`config.mk`:
```
export PLATFORM = sky130hd
export DESIGN_NAME = wts_channel_mixer
export DESIGN_NICKNAME = d
export VERILOG_FILES = /design/src/rtl/wts_channel_mixer_pkg.sv /design/src/rtl/wts_channel_scaler.sv /design/src/rtl/wts_channel_mixer.sv
export SDC_FILE = /design/constraint.sdc
export NUM_CORES = 1
export LEC_CHECK = 0
export ABC_AREA = 1
export ABC_CLOCK_PERIOD_IN_PS = 5250
export CAP_MARGIN = 30
export CELL_PAD_IN_SITES_DETAIL_PLACEMENT = 1
export CELL_PAD_IN_SITES_GLOBAL_PLACEMENT = 2
export CORE_UTILIZATION = 30
export CTS_BUF_LIST = sky130_fd_sc_hd__clkbuf_4
export DETAILED_ROUTE_END_ITERATION = 12
export PLACE_DENSITY = 0.85
export SYNTH_ARGS = -nofsm -noshare
export SYNTH_HDL_FRONTEND = slang
export SYNTH_SLANG_ARGS = --single-unit
```
`constraint.sdc`:
```
create_clock -name clk -period 5.25 [get_ports clk]
set_clock_uncertainty 0.2 [all_clocks]
set_input_delay 0.525 -clock clk [delete_from_list [all_inputs] [get_ports clk]]
set_output_delay 0.525 -clock clk [all_outputs]
set_load 0.02 [all_outputs]
```
`src/rtl/wts_channel_mixer_pkg.sv`:
```
// Shared types and constants for the wave-table channel mixer.
// The envelope full-scale value is also used by the ADSR generators.
package wts_channel_mixer_pkg;

   localparam int unsigned SAMPLE_W = 8;
   localparam int unsigned VOL_W    = 4;
   localparam int unsigned ENV_W    = 9;
   localparam int unsigned T1_W     = 9;
   localparam int unsigned CH_W     = 4;

   localparam logic [ENV_W-1:0] ENV_FULL = ENV_W'(256);

   typedef enum logic [1:0] {
      ST_IDLE  = 2'd0,
      ST_RUN   = 2'd1,
      ST_FLUSH = 2'd2,
      ST_DONE  = 2'd3
   } state_e;

   // Stage-1 payload handed from the scaler to the accumulate stage.
   typedef struct packed {
      logic signed [T1_W-1:0] t1;
      logic [VOL_W-1:0]       vol;
   } stage1_t;

   function automatic logic [ENV_W-1:0] env_clamp(input logic [ENV_W-1:0] env);
      return (env > ENV_FULL) ? ENV_FULL : env;
   endfunction

endpackage

```
`src/rtl/wts_channel_scaler.sv`:
```
// Stage 1: registers t1 = (sample * min(env,256)) >>> 8, gated by the channel enable.
// The channel volume is captured alongside so stage 2 sees the matching channel.
module wts_channel_scaler
   import wts_channel_mixer_pkg::*;
(
   input  logic                       clk,
   input  logic                       reset,
   input  logic                       active_i,
   input  logic                       load_i,
   input  logic                       ch_on_i,
   input  logic signed [SAMPLE_W-1:0] wave_sample_i,
   input  logic [ENV_W-1:0]           envelope_i,
   input  logic [VOL_W-1:0]           volume_i,
   output stage1_t                    s1_o
);

   logic signed [ENV_W:0]          env_s;
   logic signed [SAMPLE_W+ENV_W:0] prod;
   stage1_t                        s1_q;

   assign env_s = signed'({1'b0, env_clamp(envelope_i)});
   assign prod  = wave_sample_i * env_s;

   always_ff @(posedge clk) begin
      if (reset) begin
         s1_q <= '0;
      end else if (active_i && load_i) begin
         s1_q.t1  <= ch_on_i ? T1_W'(prod >>> 8) : '0;
         s1_q.vol <= volume_i;
      end
   end

   assign s1_o = s1_q;

endmodule

```
`src/rtl/wts_channel_mixer.sv`:
```
// Time-multiplexed channel mixer: walks CHANNELS channels per frame, scales each by
// envelope and volume, and emits a saturated signed mix once per frame.
module wts_channel_mixer
   import wts_channel_mixer_pkg::*;
#(
   parameter int unsigned CHANNELS = 5,
   parameter int unsigned OUT_W    = 11
) (
   input  logic                       clk,
   input  logic                       reset,
   input  logic                       active,
   input  logic                       start,
   output logic [CH_W-1:0]            ch_sel,
   input  logic signed [SAMPLE_W-1:0] wave_sample,
   input  logic [ENV_W-1:0]           envelope,
   input  logic [VOL_W-1:0]           volume,
   input  logic [CHANNELS-1:0]        ch_enable,
   output logic signed [OUT_W-1:0]    mix_out,
   output logic                       mix_valid,
   output logic                       busy
);

   // 16 channels of +/-120 need 12 bits; keep one spare and always cover the output range.
   localparam int unsigned ACC_W = (OUT_W + 1 > 13) ? OUT_W + 1 : 13;
   localparam logic signed [ACC_W-1:0] SAT_MAX = ACC_W'((1 << (OUT_W - 1)) - 1);
   localparam logic signed [ACC_W-1:0] SAT_MIN = ACC_W'(-(1 << (OUT_W - 1)));
   localparam logic [CH_W-1:0]         LAST_CH = CH_W'(CHANNELS - 1);

   state_e                  state_q;
   logic [CH_W-1:0]         ch_sel_q;
   logic signed [ACC_W-1:0] acc_q;
   logic signed [OUT_W-1:0] mix_q;
   logic                    mix_valid_q;
   logic                    busy_q;
   logic                    t1_vld_q;

   logic [15:0]                en_pad;
   stage1_t                    s1;
   logic signed [T1_W-1:0]     t1_s;
   logic signed [VOL_W:0]      vol_s;
   logic signed [T1_W+VOL_W:0] prod2;
   logic signed [ACC_W-1:0]    term_c;
   logic signed [OUT_W-1:0]    sat_c;

   assign en_pad = 16'(ch_enable);

   wts_channel_scaler u_scaler (
      .clk           (clk),
      .reset         (reset),
      .active_i      (active),
      .load_i        (state_q == ST_RUN),
      .ch_on_i       (en_pad[ch_sel_q]),
      .wave_sample_i (wave_sample),
      .envelope_i    (envelope),
      .volume_i      (volume),
      .s1_o          (s1)
   );

   // Stage 2 term: (t1 * volume) >>> 4, sign-extended to the accumulator width.
   assign t1_s   = s1.t1;
   assign vol_s  = signed'({1'b0, s1.vol});
   assign prod2  = t1_s * vol_s;
   assign term_c = ACC_W'(prod2 >>> 4);

   always_comb begin
      sat_c = OUT_W'(acc_q);
      if (acc_q > SAT_MAX) begin
         sat_c = OUT_W'(SAT_MAX);
      end else if (acc_q < SAT_MIN) begin
         sat_c = OUT_W'(SAT_MIN);
      end
   end

   // Frame FSM, accumulator and output registers; only mix_valid ignores active.
   always_ff @(posedge clk) begin
      if (reset) begin
         state_q     <= ST_IDLE;
         ch_sel_q    <= '0;
         acc_q       <= '0;
         mix_q       <= '0;
         mix_valid_q <= 1'b0;
         busy_q      <= 1'b0;
         t1_vld_q    <= 1'b0;
      end else begin
         mix_valid_q <= 1'b0;
         if (active) begin
            t1_vld_q <= (state_q == ST_RUN);
            if (t1_vld_q) begin
               acc_q <= acc_q + term_c;
            end
            case (state_q)
               ST_IDLE: begin
                  if (start) begin
                     acc_q    <= '0;
                     ch_sel_q <= '0;
                     busy_q   <= 1'b1;
                     state_q  <= ST_RUN;
                  end
               end
               ST_RUN: begin
                  if (ch_sel_q == LAST_CH) begin
                     state_q <= ST_FLUSH;
                  end else begin
                     ch_sel_q <= ch_sel_q + CH_W'(1);
                  end
               end
               ST_FLUSH: begin
                  state_q <= ST_DONE;
               end
               ST_DONE: begin
                  mix_q       <= sat_c;
                  mix_valid_q <= 1'b1;
                  busy_q      <= 1'b0;
                  ch_sel_q    <= '0;
                  state_q     <= ST_IDLE;
               end
            endcase
         end
      end
   end

   assign ch_sel    = ch_sel_q;
   assign mix_out   = mix_q;
   assign mix_valid = mix_valid_q;
   assign busy      = busy_q;

endmodule

```
Yosys cells after proc, flatten, opt, wreduce, memory -nomap -nowiden
Cells that the tools add are included.
- multiplexer cells: 18
- equality and inequality tests: 7
- add/subtract/negate cells: 2
- bitwise gates (word level): 1
- multiply operators: 2
- $lt $le $gt $ge: 4
- reductions and logical operators: 9
- operators with widths (cell ; count):
    $mux 13 ; 3
    $mux 11 ; 2
    $mux 9 ; 2
    $mul 8x10->17 ; 1
    $mul 9x5->14 ; 1
    $add 13x10->13 ; 1
    $gt 13x11->1 const B ; 1
    $lt 13x11->1 const B ; 1
    $pmux 4 s3 ; 1
    $gt 9x9->1 const B ; 1
    $mux 4 ; 2
    $pmux 2 s4 ; 1
    $ne 2x2->1 const B ; 3
    $reduce_and 3->1 ; 2
    $lt 4x5->1 const B ; 1
    $add 4x1->4 const B ; 1
    $bmux 1 s4 ; 1
    $eq 2x2->1 const B ; 2
    $eq 4x3->1 const B ; 1
    $mux 2 ; 2
    $reduce_and 4->1 ; 1
    $mux 1 ; 3
    $reduce_bool 3->1 ; 1
    $eq 2x1->1 const B ; 1
    7 further kinds ; 7
- output and inout bits: 17
- word-level logic and storage cells: 52
- register bits: 46

Depth between registers and ports, before layout
Gate-level depths: netlist of run 1.
- word-level depth: 5
- mapped depth: 29
- gate-level depth less buffers: 28

Hierarchy
Synthesis of run 1 repeated with hierarchy kept, for this count alone.
- cells, all modules: 902
- area, all modules: 6394.9 um2
- modules (own cells, without submodules) (module ; cells an instance ; area an instance (um2) ; instances):
    wts_channel_mixer ; 510 ; 3550.9 ; 1
    wts_channel_scaler ; 392 ; 2844.0 ; 1

Least setup slack after synthesis of run 1
No wires, ideal clock.
- path kind: input to register
- start point: input port envelope[2]
- end point: register u_scaler.s1_q (netlist bit u_scaler.s1_o[12])
- setup time: 0.132 ns
- path slack: 0.424 ns
- stages on the path: 19
- data arrival time: 4.493 ns
- path through: nor4_1 nand2_1 nand2_1 nand2_1 inv_1 nor2_1 fa_1 fa_1 fa_1 inv_1 fa_1 inv_1 ha_1 a21oi_1 o21ai_0 a21oi_1 nand3_1 nand3_1 a21oi_1
- word-level cells in the longest chain between the ends: 4
- ends and longest elaborated chain (what ; line ; text):
    start: declaration ; wts_channel_mixer.sv:15 ; input logic [ENV_W-1:0] envelope,
    $gt 9x9->1 ; wts_channel_mixer_pkg.sv:27 ; return (env > ENV_FULL) ? ENV_FULL : env;
    $mux 9 (*) ; wts_channel_mixer_pkg.sv:27 ;
    $mul 8x10->17 (*) ; wts_channel_scaler.sv:22 ; assign prod = wave_sample_i * env_s;
    $mux 9 (*) ; wts_channel_scaler.sv:28 ; s1_q.t1 <= ch_on_i ? T1_W'(prod >>> 8) : '0;
    end: declaration ; wts_channel_scaler.sv:19 ; stage1_t s1_q;
Every way passes the cells marked *; elsewhere a longest branch is shown, timed or not.
A chain may end at the register's enable or synchronous reset.

Worst setup path after layout of run 1
- start point: input port envelope[2]
- end point: register u_scaler.s1_q (netlist bit u_scaler.s1_o[11])
Same word-level chain as after synthesis.

==> flow_summary.ini, run 1 <==
[yosys]
ys_dominant_reg_cell = dfxtp_1
yosysTopAreaCellShare = 0.185
yosysMostFrequentCell = nand2_1
synthXorXnorAreaFrac = 0.0214
synth_mux_area_frac = 0
synth_top_family_by_area = adder cells
ys_ff_latch = 46
syn_nets = 1102
synthArstFlopShare = 0
synth_edf_count = 0
yosys_warnings = 0
synth_fa_ha_area_frac = 0.345
yosys.area_share.simple = 0.258
avgSynthCellArea_sq_um = 6.99
synth-compound-area-share = 0.113
synth_cells = 929
ys_types = 42
synth.area.top_cells = fa_1 (18%), ha_1 (16%), dfxtp_1 (14%)
yosysTopAreaCell = fa_1
yosysSeqAreaShare = 0.142
syn-cell-area_sq_um = 6490
synth_commonest_cells = nand2_1 (202), inv_1 (186), nor2_1 (97)

[route]
drt_iter0_markers = 178
postRouteAntennaNets = 0
vias_per_cell = 4.71
drt_first_pass_iters = 4
avgRoutedWirePerCell_um = 13.9
num_vias = 6074
routed_wl_um = 17900
drc = 0

[final_layout]
n_fill_cell = 2686
multi_input_area_sq_um = 4860
antennaDiodeCount = 0
final_nets = 1186
register_area_sq_um = 928
instances_no_fill = 1289
area_growth_pct = 18.6
drive_gt1_frac = 0.107

[clock_tree]
cts_max_level = 2
cts_tree = yes
cts.path.max_buffers = 2
clk_pin_slew_worst_paths_ns = 0.15
cts_sinks = 46
cts_buffers = 5
cts_hold_buf = 0
clk_latency_ns = 0.36
root_buffer = clkbuf_4

[setup_path]
cp_cell_sequence = clkdlybuf4s50_1, nor4_2, nand2_1, nand2_4, nand2_2, nor2_1, fa_1, fa_1, fa_1, inv_1, fa_1, inv_1, ha_1, a21o_1, o21bai_1, a21oi_2, nand2_1, nand2_1, nand3_1, a21oi_1
crit_type = in -> reg
worstPathArrival_ns = 5.17
end_kind = flip-flop
reg2reg_from = u_scaler.s1_o[3]
path_buf_inv = 3
start_kind = input pin
cp.required_ns = 5.35
r2r_slack_ns = 0.36
cp_max_fo = 5
path_delay_family = adder cells
critPathLaunch = envelope[2]
slowest_delay_ns = 0.56
cp_slowest_cell = fa_1
crit_top_cell = fa_1

[sta]
finalCriticalPeriod_ns = 5.07
tightest_slew_ns = 0.593
setup_slack_ns = 0.182
hold_violations = 0
period_share = 0.965
relSlewSlack = 0.604
drv_slew = 0
setup_viol = 0
fmax_mhz = 197

[pwr]
p_total_mw = 1.31
leakage_nw = 4.07
vdd_drop_max_uv = 90.3
power.density_nw_per_um2 = 170

[placement]
gp_congestion = 0.886
dpl.hpwl_um = 15800
dp.cells = 1281
port_buffers = 46
pre_cts_ws_ns = -0.279

[run]
drv_cap = 0

[die]
io_pins = 47
start_util = 0.307
die_y_um = 149
rows = 53
die_area_sq_um = 22200
die_w_um = 149
core_sq_um = 21200

[grt]
gr-usage-all-layers = 0.171
antenna_found_initial = 0
grt_remaining_overflow = 0
grt_max_degree = 34
first_global_vias = 6324
grt_pass1_wl_um = 30800

[worst_hold_path]
hold_class = reg -> reg
holdCritStartpoint = mix_out[9]

[status]
status = completed
[worst reg2reg max path: cells and delay by family, from the launching register on]
kind                       cells  cell delay [ns]
AOI/OAI and AO/OA              2             0.34
and+or+nand+nor               15             1.45
DFF                            1             0.41
adders and majority gates      5             1.94
buffers and inverters          6             0.48
[worst paths after layout]
path	to	cells after the start
min	mix_out[9]	2
min reg2reg	mix_out[9]	2
max	u_scaler.s1_o[11]	20
max reg2reg	acc_q[12]	28
[sequential cells by signal, indices dropped and copies added, names as in the netlist]
signal and flops:
busy 1, acc_q 13, mix_out 11, state_q 2, mix_valid 1, ch_sel 4
u_scaler.s1_o 13, t1_vld_q 1
[layout by cell type (no fill, tap or decap), drive strengths merged, types with 5 or more instances in the layout]
master         count
nand3             46
inv              191
nand2            214
fa                60
xnor2              6
ha                83
o21ai             40
or2                6
clkdlybuf4s50     46
buf               44
xor2               9
nor2             101
o21bai             5
a211oi             5
dfxtp             46
a21oi             70
nand4              5
nor3               8
clkbuf             5
[logic make-up after synthesis]
kind of cell    Yosys count
xor+xnor                 15
compound gates          130
fa+ha+maj               143
flops                    46
simple gates            391
buf+inv                 204
[final cells by class]
type,count,share of cell area
clock buffers,5,0.00487
multi-input cells,679,0.631
clock inverters,3,0.00276
repair buffers,90,0.103
flip-flops and latches,46,0.121
inverters,191,0.0937
well taps,275,0.0447
[per-stage QoR]
| stage | setup TNS, ns | cell area, sq um | util | hold slack [ns] |
|---|---|---|---|---|
| 2_1_floorplan | 0 | 6490 | - | 0.264 |
| 3_3_place_gp | -0.457 | 7560 | 0.358 | 0.253 |
| 3_5_place_dp | -1.26 | 7560 | 0.358 | 0.258 |
| 4_1_cts | 0 | 7620 | 0.360 | 0.279 |
| 5_1_grt | -0.0418 | 7700 | 0.364 | 0.306 |
| 6_report | 0 | 7700 | 0.364 | 0.278 |
[routing by layer]
metal / vias up / global-route usage / share of wire
met4: 0 / 0.0260 / 0.0091
met5: - / 0 / 0
met1: 2919 / 0.241 / 0.50
met3: 12 / 0.0107 / 0.022
li1: 3071 / - / -
met2: 72 / 0.292 / 0.47
[power by group]
| group | switching, mW | internal [mW] | total (mW) | leakage [nW] |
|---|---|---|---|---|
| Combinational | 0.418 | 0.323 | 0.741 | 3.67 |
| Sequential | 0.0257 | 0.365 | 0.390 | 0.374 |
| Clock | 0.126 | 0.0524 | 0.178 | 0.0312 |
| Total | 0.570 | 0.740 | 1.31 | 4.07 |
[timing repair]
action | 4_1_cts | 5_1_grt
resized for setup | 0 | 26
setup endpoints to repair | 0 | 14
buffers inserted | 0 | 0
(Power assumes the default switching activity.)
==> run 2, diff against run 1 <==
--- a/config.mk
+++ b/config.mk
@@ -10,6 +10,7 @@
 export CAP_MARGIN = 30
 export CELL_PAD_IN_SITES_DETAIL_PLACEMENT = 1
 export CELL_PAD_IN_SITES_GLOBAL_PLACEMENT = 2
+export CORE_ASPECT_RATIO = 1.25
 export CORE_UTILIZATION = 30
 export CTS_BUF_LIST = sky130_fd_sc_hd__clkbuf_4
 export DETAILED_ROUTE_END_ITERATION = 12
==> run 2 against run 1 <==
Net effect: non-clock buffer count is 11 higher; register-to-register slack improved by 0.07 ns; first-iteration DRC count is 3.4% lower; core utilization up 0.79 points; critical endpoint is now u_scaler.s1_o[9]; largest power group unchanged; highest routed layer unchanged.
==> flow_summary.ini, run 2 (synthesized netlist as in run 1, its figures left out) <==
[pwr]
vdd_drop_max_uv = 100
leakage_nw = 4.14
seqPwrFrac = 0.275
power.density_nw_per_um2 = 180
p_int_mw = 0.825
p_switching_mw = 0.583
swShare = 0.414
clock_power_share = 0.164
comb_power_share = 0.561
p_total_mw = 1.41

[sta]
finalCriticalPeriod_ns = 5.00
relSlewSlack = 0.609
hold_violations = 0
period_share = 0.953
setup_viol = 0
drv_slew = 0
tns_ns = 0
fmax_mhz = 200
tightest_slew_ns = 0.586

[die]
die_y_um = 166
die_w_um = 134
die_area_sq_um = 22200
core_sq_um = 21000
rows = 59
io_pins = 47
start_util = 0.309

[final_layout]
final_nets = 1197
final_common_cell = nand2_1
n_fill_cell = 2678
antennaDiodeCount = 0
final_util = 0.372
design_area_sq_um = 7830
multi_input_area_sq_um = 4880
area_growth_pct = 20.5
drive_gt1_frac = 0.122
register_area_sq_um = 925
final_cell_mix = nand2_1 (198), inv_1 (185), nor2_1 (92), ha_1 (80)

[setup_path]
path_buf_inv = 4
end_kind = flip-flop
cp.required_ns = 5.35
reg2reg_from = u_scaler.s1_o[3]
slowest_delay_ns = 0.54
cp_slowest_cell = fa_1
crit_top_cell = fa_1
critPathLaunch = envelope[2]
path_delay_family = adder cells
worstPathArrival_ns = 5.10
crit_type = in -> reg
cp_max_fo = 5
start_kind = input pin
cp_cell_sequence = clkdlybuf4s50_1, nor4_2, nand2_1, nand2_2, nand2_2, nor2_1, fa_1, fa_1, fa_1, inv_1, fa_1, inv_1, ha_1, a21o_1, buf_4, a31oi_1, nand3_1, nand2_1, nand3_1, a21oi_1

[clock_tree]
cts_buffers = 5
cts_sinks = 46
post-cts-setup-buffer-count = 0
clk_latency_ns = 0.38
root_buffer = clkbuf_4
clk_pin_slew_worst_paths_ns = 0.15
cts_max_level = 2
cts.path.max_buffers = 2
cts_tree = yes

[grt]
first_global_vias = 6669
grt_max_degree = 34
antenna_found_initial = 0
grt_remaining_overflow = 0
gr-usage-all-layers = 0.174
grt_pass1_wl_um = 31400

[route]
drt_first_pass_iters = 4
avgRoutedWirePerCell_um = 14.1
num_vias = 6071
vias_per_cell = 4.67
postRouteAntennaNets = 0
routed_wl_um = 18300
drc = 0
drt_iter0_markers = 172

[placement]
placed_area_sq_um = 7650
port_buffers = 46
dpl.hpwl_um = 16200
gp_congestion = 0.928

[worst_hold_path]
hold_class = reg -> reg
holdCritStartpoint = mix_out[8]

[status]
status = completed

[run]
drv_cap = 0
[run 2: cell types whose count changed in the layout (fill, tap and decap cells not counted), moves of 2 or more]
cell and change:
dfxtp_4 -2, ha_1 -2, o21ai_1 +2, buf_4 +11, dfxtp_2 +3, o21ai_0 -2
a21oi_2 +3, a21oi_1 -3, nand2_1 +2
[run 2: metrics by stage]
| step | instances | hold WS [ns] | worst slack, ns |
|---|---|---|---|
| after floorplan | 929 | 0.264 | 0.424 |
| after global placement | 1291 | 0.255 | -0.222 |
| after detailed placement | 1291 | 0.259 | -0.304 |
| after CTS | 1299 | 0.280 | 0.0937 |
| after global routing | 1299 | 0.307 | -0.00812 |
| final | 1299 | 0.276 | 0.247 |
[run 2: worst min-delay path: stages (launching register included)]
cell and delay (ns):
dfxtp_1 0.34, nand2_1 0.06, a21oi_1 0.05
[run 2: layer usage]
metal	vias up	share of wire	global-route usage
li1	3085	-	-
met1	2884	0.38	0.180
met2	66	0.57	0.362
met3	36	0.011	0.00944
met4	0	0.033	0.0563
met5	-	0	0
[run 2: final timing paths]
path | endpoint | slack (ns) | depth (start not counted)
worst max-delay path | u_scaler.s1_o[9] | 0.25 | 20
worst min-delay path | mix_out[8] | 0.28 | 2
worst max register to register | acc_q[11] | 0.43 | 23
worst min register to register | mix_out[8] | 0.28 | 2
[run 2: power groups by stage]
stage                     clock network, mW  registers [mW]  logic (mW)
after floorplan                           0           0.388       0.463
after global placement                    0           0.395       0.759
after detailed placement                  0           0.395       0.774
after CTS                             0.235           0.387       0.780
after global routing                  0.252           0.390       0.907
final                                 0.231           0.388       0.789
[run 2: timing repair]
action / in CTS / in global routing
resized for setup: 0 / 30
hold buffers: 0 / 0
endpoints found under the setup margin: 0 / 15
[run 2: cell type report]
| cell class | instances | area share |
|---|---|---|
| Tap cell | 274 | 0.0438 |
| Multi-Input combinational cell | 679 | 0.624 |
| Timing Repair Buffer | 101 | 0.112 |
| Clock inverter | 2 | 0.00480 |
| Clock buffer | 6 | 0.00575 |
| Inverter | 191 | 0.0922 |
| Sequential cell | 46 | 0.118 |
==> run 3, diff against run 2 <==
--- a/config.mk
+++ b/config.mk
@@ -12,7 +12,8 @@
 export CELL_PAD_IN_SITES_GLOBAL_PLACEMENT = 2
 export CORE_ASPECT_RATIO = 1.25
 export CORE_UTILIZATION = 30
-export CTS_BUF_LIST = sky130_fd_sc_hd__clkbuf_4
+export CTS_BUF_LIST = sky130_fd_sc_hd__clkbuf_4 sky130_fd_sc_hd__clkbuf_8
+export CTS_CLUSTER_SIZE = 30
 export DETAILED_ROUTE_END_ITERATION = 12
 export PLACE_DENSITY = 0.85
 export SYNTH_ARGS = -nofsm -noshare
==> run 3 against run 2 <==
Net effect: critical path depth shrank 1; sequential power is essentially flat; non-clock buffer count grew 1; sequential share of layout area shrank 0.19 points; critical path type unchanged; critical endpoint is now u_scaler.s1_o[4]; largest cell class unchanged; largest power group unchanged; highest routed layer unchanged.
==> flow_summary.ini, run 3 (synthesized netlist as in run 1, its figures left out) <==
[status]
status = completed

[die]
io_pins = 47
die_w_um = 134
core_sq_um = 21000
die_y_um = 166
start_util = 0.309
rows = 59
die_area_sq_um = 22200

[placement]
dpl.hpwl_um = 16200
gp_congestion = 0.928
placed_area_sq_um = 7650
port_buffers = 46

[sta]
setup_viol = 0
finalCriticalPeriod_ns = 5.06
drv_slew = 0
rsz0062_at_grt = true
relSlewSlack = 0.608
hold_violations = 0
fmax_mhz = 198
tightest_slew_ns = 0.588
period_share = 0.964

[grt]
gr-usage-all-layers = 0.176
grt_max_degree = 34
grtUsageMet3 = 0.0134
grt_busiest_layer = met2
grt_pass1_wl_um = 31600
use_met2 = 0.365
antenna_found_initial = 0
grt_remaining_overflow = 0
first_global_vias = 6686
grt.met1_usage = 0.182

[route]
drt_iter0_markers = 173
postRouteAntennaNets = 0
drc = 0
vias_per_cell = 4.69
avgRoutedWirePerCell_um = 14.2
routed_wl_um = 18500
num_vias = 6095
drt_first_pass_iters = 4

[clock_tree]
clk_latency_ns = 0.31
cts_max_level = 2
cts.path.max_buffers = 2
cts_sinks = 46
clk_pin_slew_worst_paths_ns = 0.09
cts_hold_buf = 0
root_buffer = clkbuf_8
cts_buffers = 5
cts_tree = yes

[final_layout]
final_common_cell = nand2_1
antennaDiodeCount = 0
final_cell_mix = nand2_1 (197), inv_1 (184), nor2_1 (87), ha_1 (79), a21oi_1 (60)
drive_gt1_frac = 0.135
final_nets = 1198
design_area_sq_um = 7950
area_growth_pct = 22.5

[setup_path]
slowest_delay_ns = 0.56
cp_cell_sequence = clkdlybuf4s50_1, nor4_2, nand2_1, nand2_4, buf_4, nand2_1, nand2_1, fa_1, fa_1, inv_1, fa_1, fa_1, ha_1, a21oi_1, buf_4, nand2_1, or2_2, nand3_1, a21oi_1
crit_type = in -> reg
cp_max_fo = 5
worstPathArrival_ns = 5.04
cp_slowest_cell = fa_1
start_kind = input pin
cp.required_ns = 5.23
end_kind = flip-flop

[worst_hold_path]
hold_class = reg -> reg

[pwr]
leakage_nw = 4.18
p_switching_mw = 0.602
vdd_drop_max_uv = 101
comb_power_share = 0.552
seqPwrFrac = 0.261
clock_power_share = 0.187
p_int_mw = 0.881
swShare = 0.406
power.density_nw_per_um2 = 186
p_total_mw = 1.48

[run]
drv_cap = 0
run 3: changes by cell type in the layout (fill, tap and decap cells not counted), moves of 2 or more:
cell,previous run,this run
clkbuf_4,6,1
clkbuf_8,0,5
fa_1,60,58
fa_2,0,2
nand2_2,13,10
nand2_4,3,7
nor2_1,92,87
nor2_4,2,6
o21ai_0,34,32
o21ai_1,5,7
run 3: final timing paths:
check / start / cells after the start / slack (ns) / to
worst min-delay path: mix_out[8] / 2 / 0.27 / mix_out[8]
worst min register to register: mix_out[8] / 2 / 0.27 / mix_out[8]
worst max-delay path: envelope[0] / 19 / 0.19 / u_scaler.s1_o[4]
worst max register to register: u_scaler.s1_o[3] / 28 / 0.47 / acc_q[12]
run 3: metal layers:
layer / wire (um) / share of wire
met5: 0 / 0
met4: 450 / 0.024
met3: 218 / 0.012
met2: 10700 / 0.58
met1: 7110 / 0.38
run 3: final cells by class:
class | instances | area [sq um]
flip-flops and latches | 46 | 925
fillers | 2657 | 13100
clock inverters | 2 | 37.5
repair buffers | 102 | 881
well taps | 274 | 343
inverters | 191 | 722
clock buffers | 6 | 76.3
multi-input cells | 679 | 4970
run 3: what timing repair did:
action                     in CTS  in global routing
setup endpoints to repair       0                 15
gates resized for setup         0                 53
hold endpoints to repair        0                  0
buffers inserted                0                  1
run 3: worst max-delay path, delay by kind of cell:
family	cells	cell delay (ns)
adders and majority gates	5	2.32
and+or+nand+nor	8	1.23
buffers and inverters	4	0.77
AOI/OAI and AO/OA	2	0.19
run 3: power by group through the flow:
stage | registers, mW | clock network [mW] | logic [mW]
2_1_floorplan | 0.388 | 0 | 0.463
3_3_place_gp | 0.395 | 0 | 0.759
6_report | 0.387 | 0.278 | 0.818
5_1_grt | 0.389 | 0.305 | 0.940
4_1_cts | 0.387 | 0.284 | 0.781
3_5_place_dp | 0.395 | 0 | 0.774
run 3: per-stage QoR:
stage | TNS, ns | setup slack [ns] | util | instances | hold WS [ns]
2_1_floorplan | 0 | 0.424 | - | 929 | 0.264
3_3_place_gp | -1.07 | -0.222 | 0.363 | 1291 | 0.255
3_5_place_dp | -1.80 | -0.304 | 0.363 | 1291 | 0.259
4_1_cts | 0 | 0.0207 | 0.369 | 1299 | 0.274
5_1_grt | -0.160 | -0.0411 | 0.378 | 1300 | 0.302
6_report | 0 | 0.188 | 0.378 | 1300 | 0.270
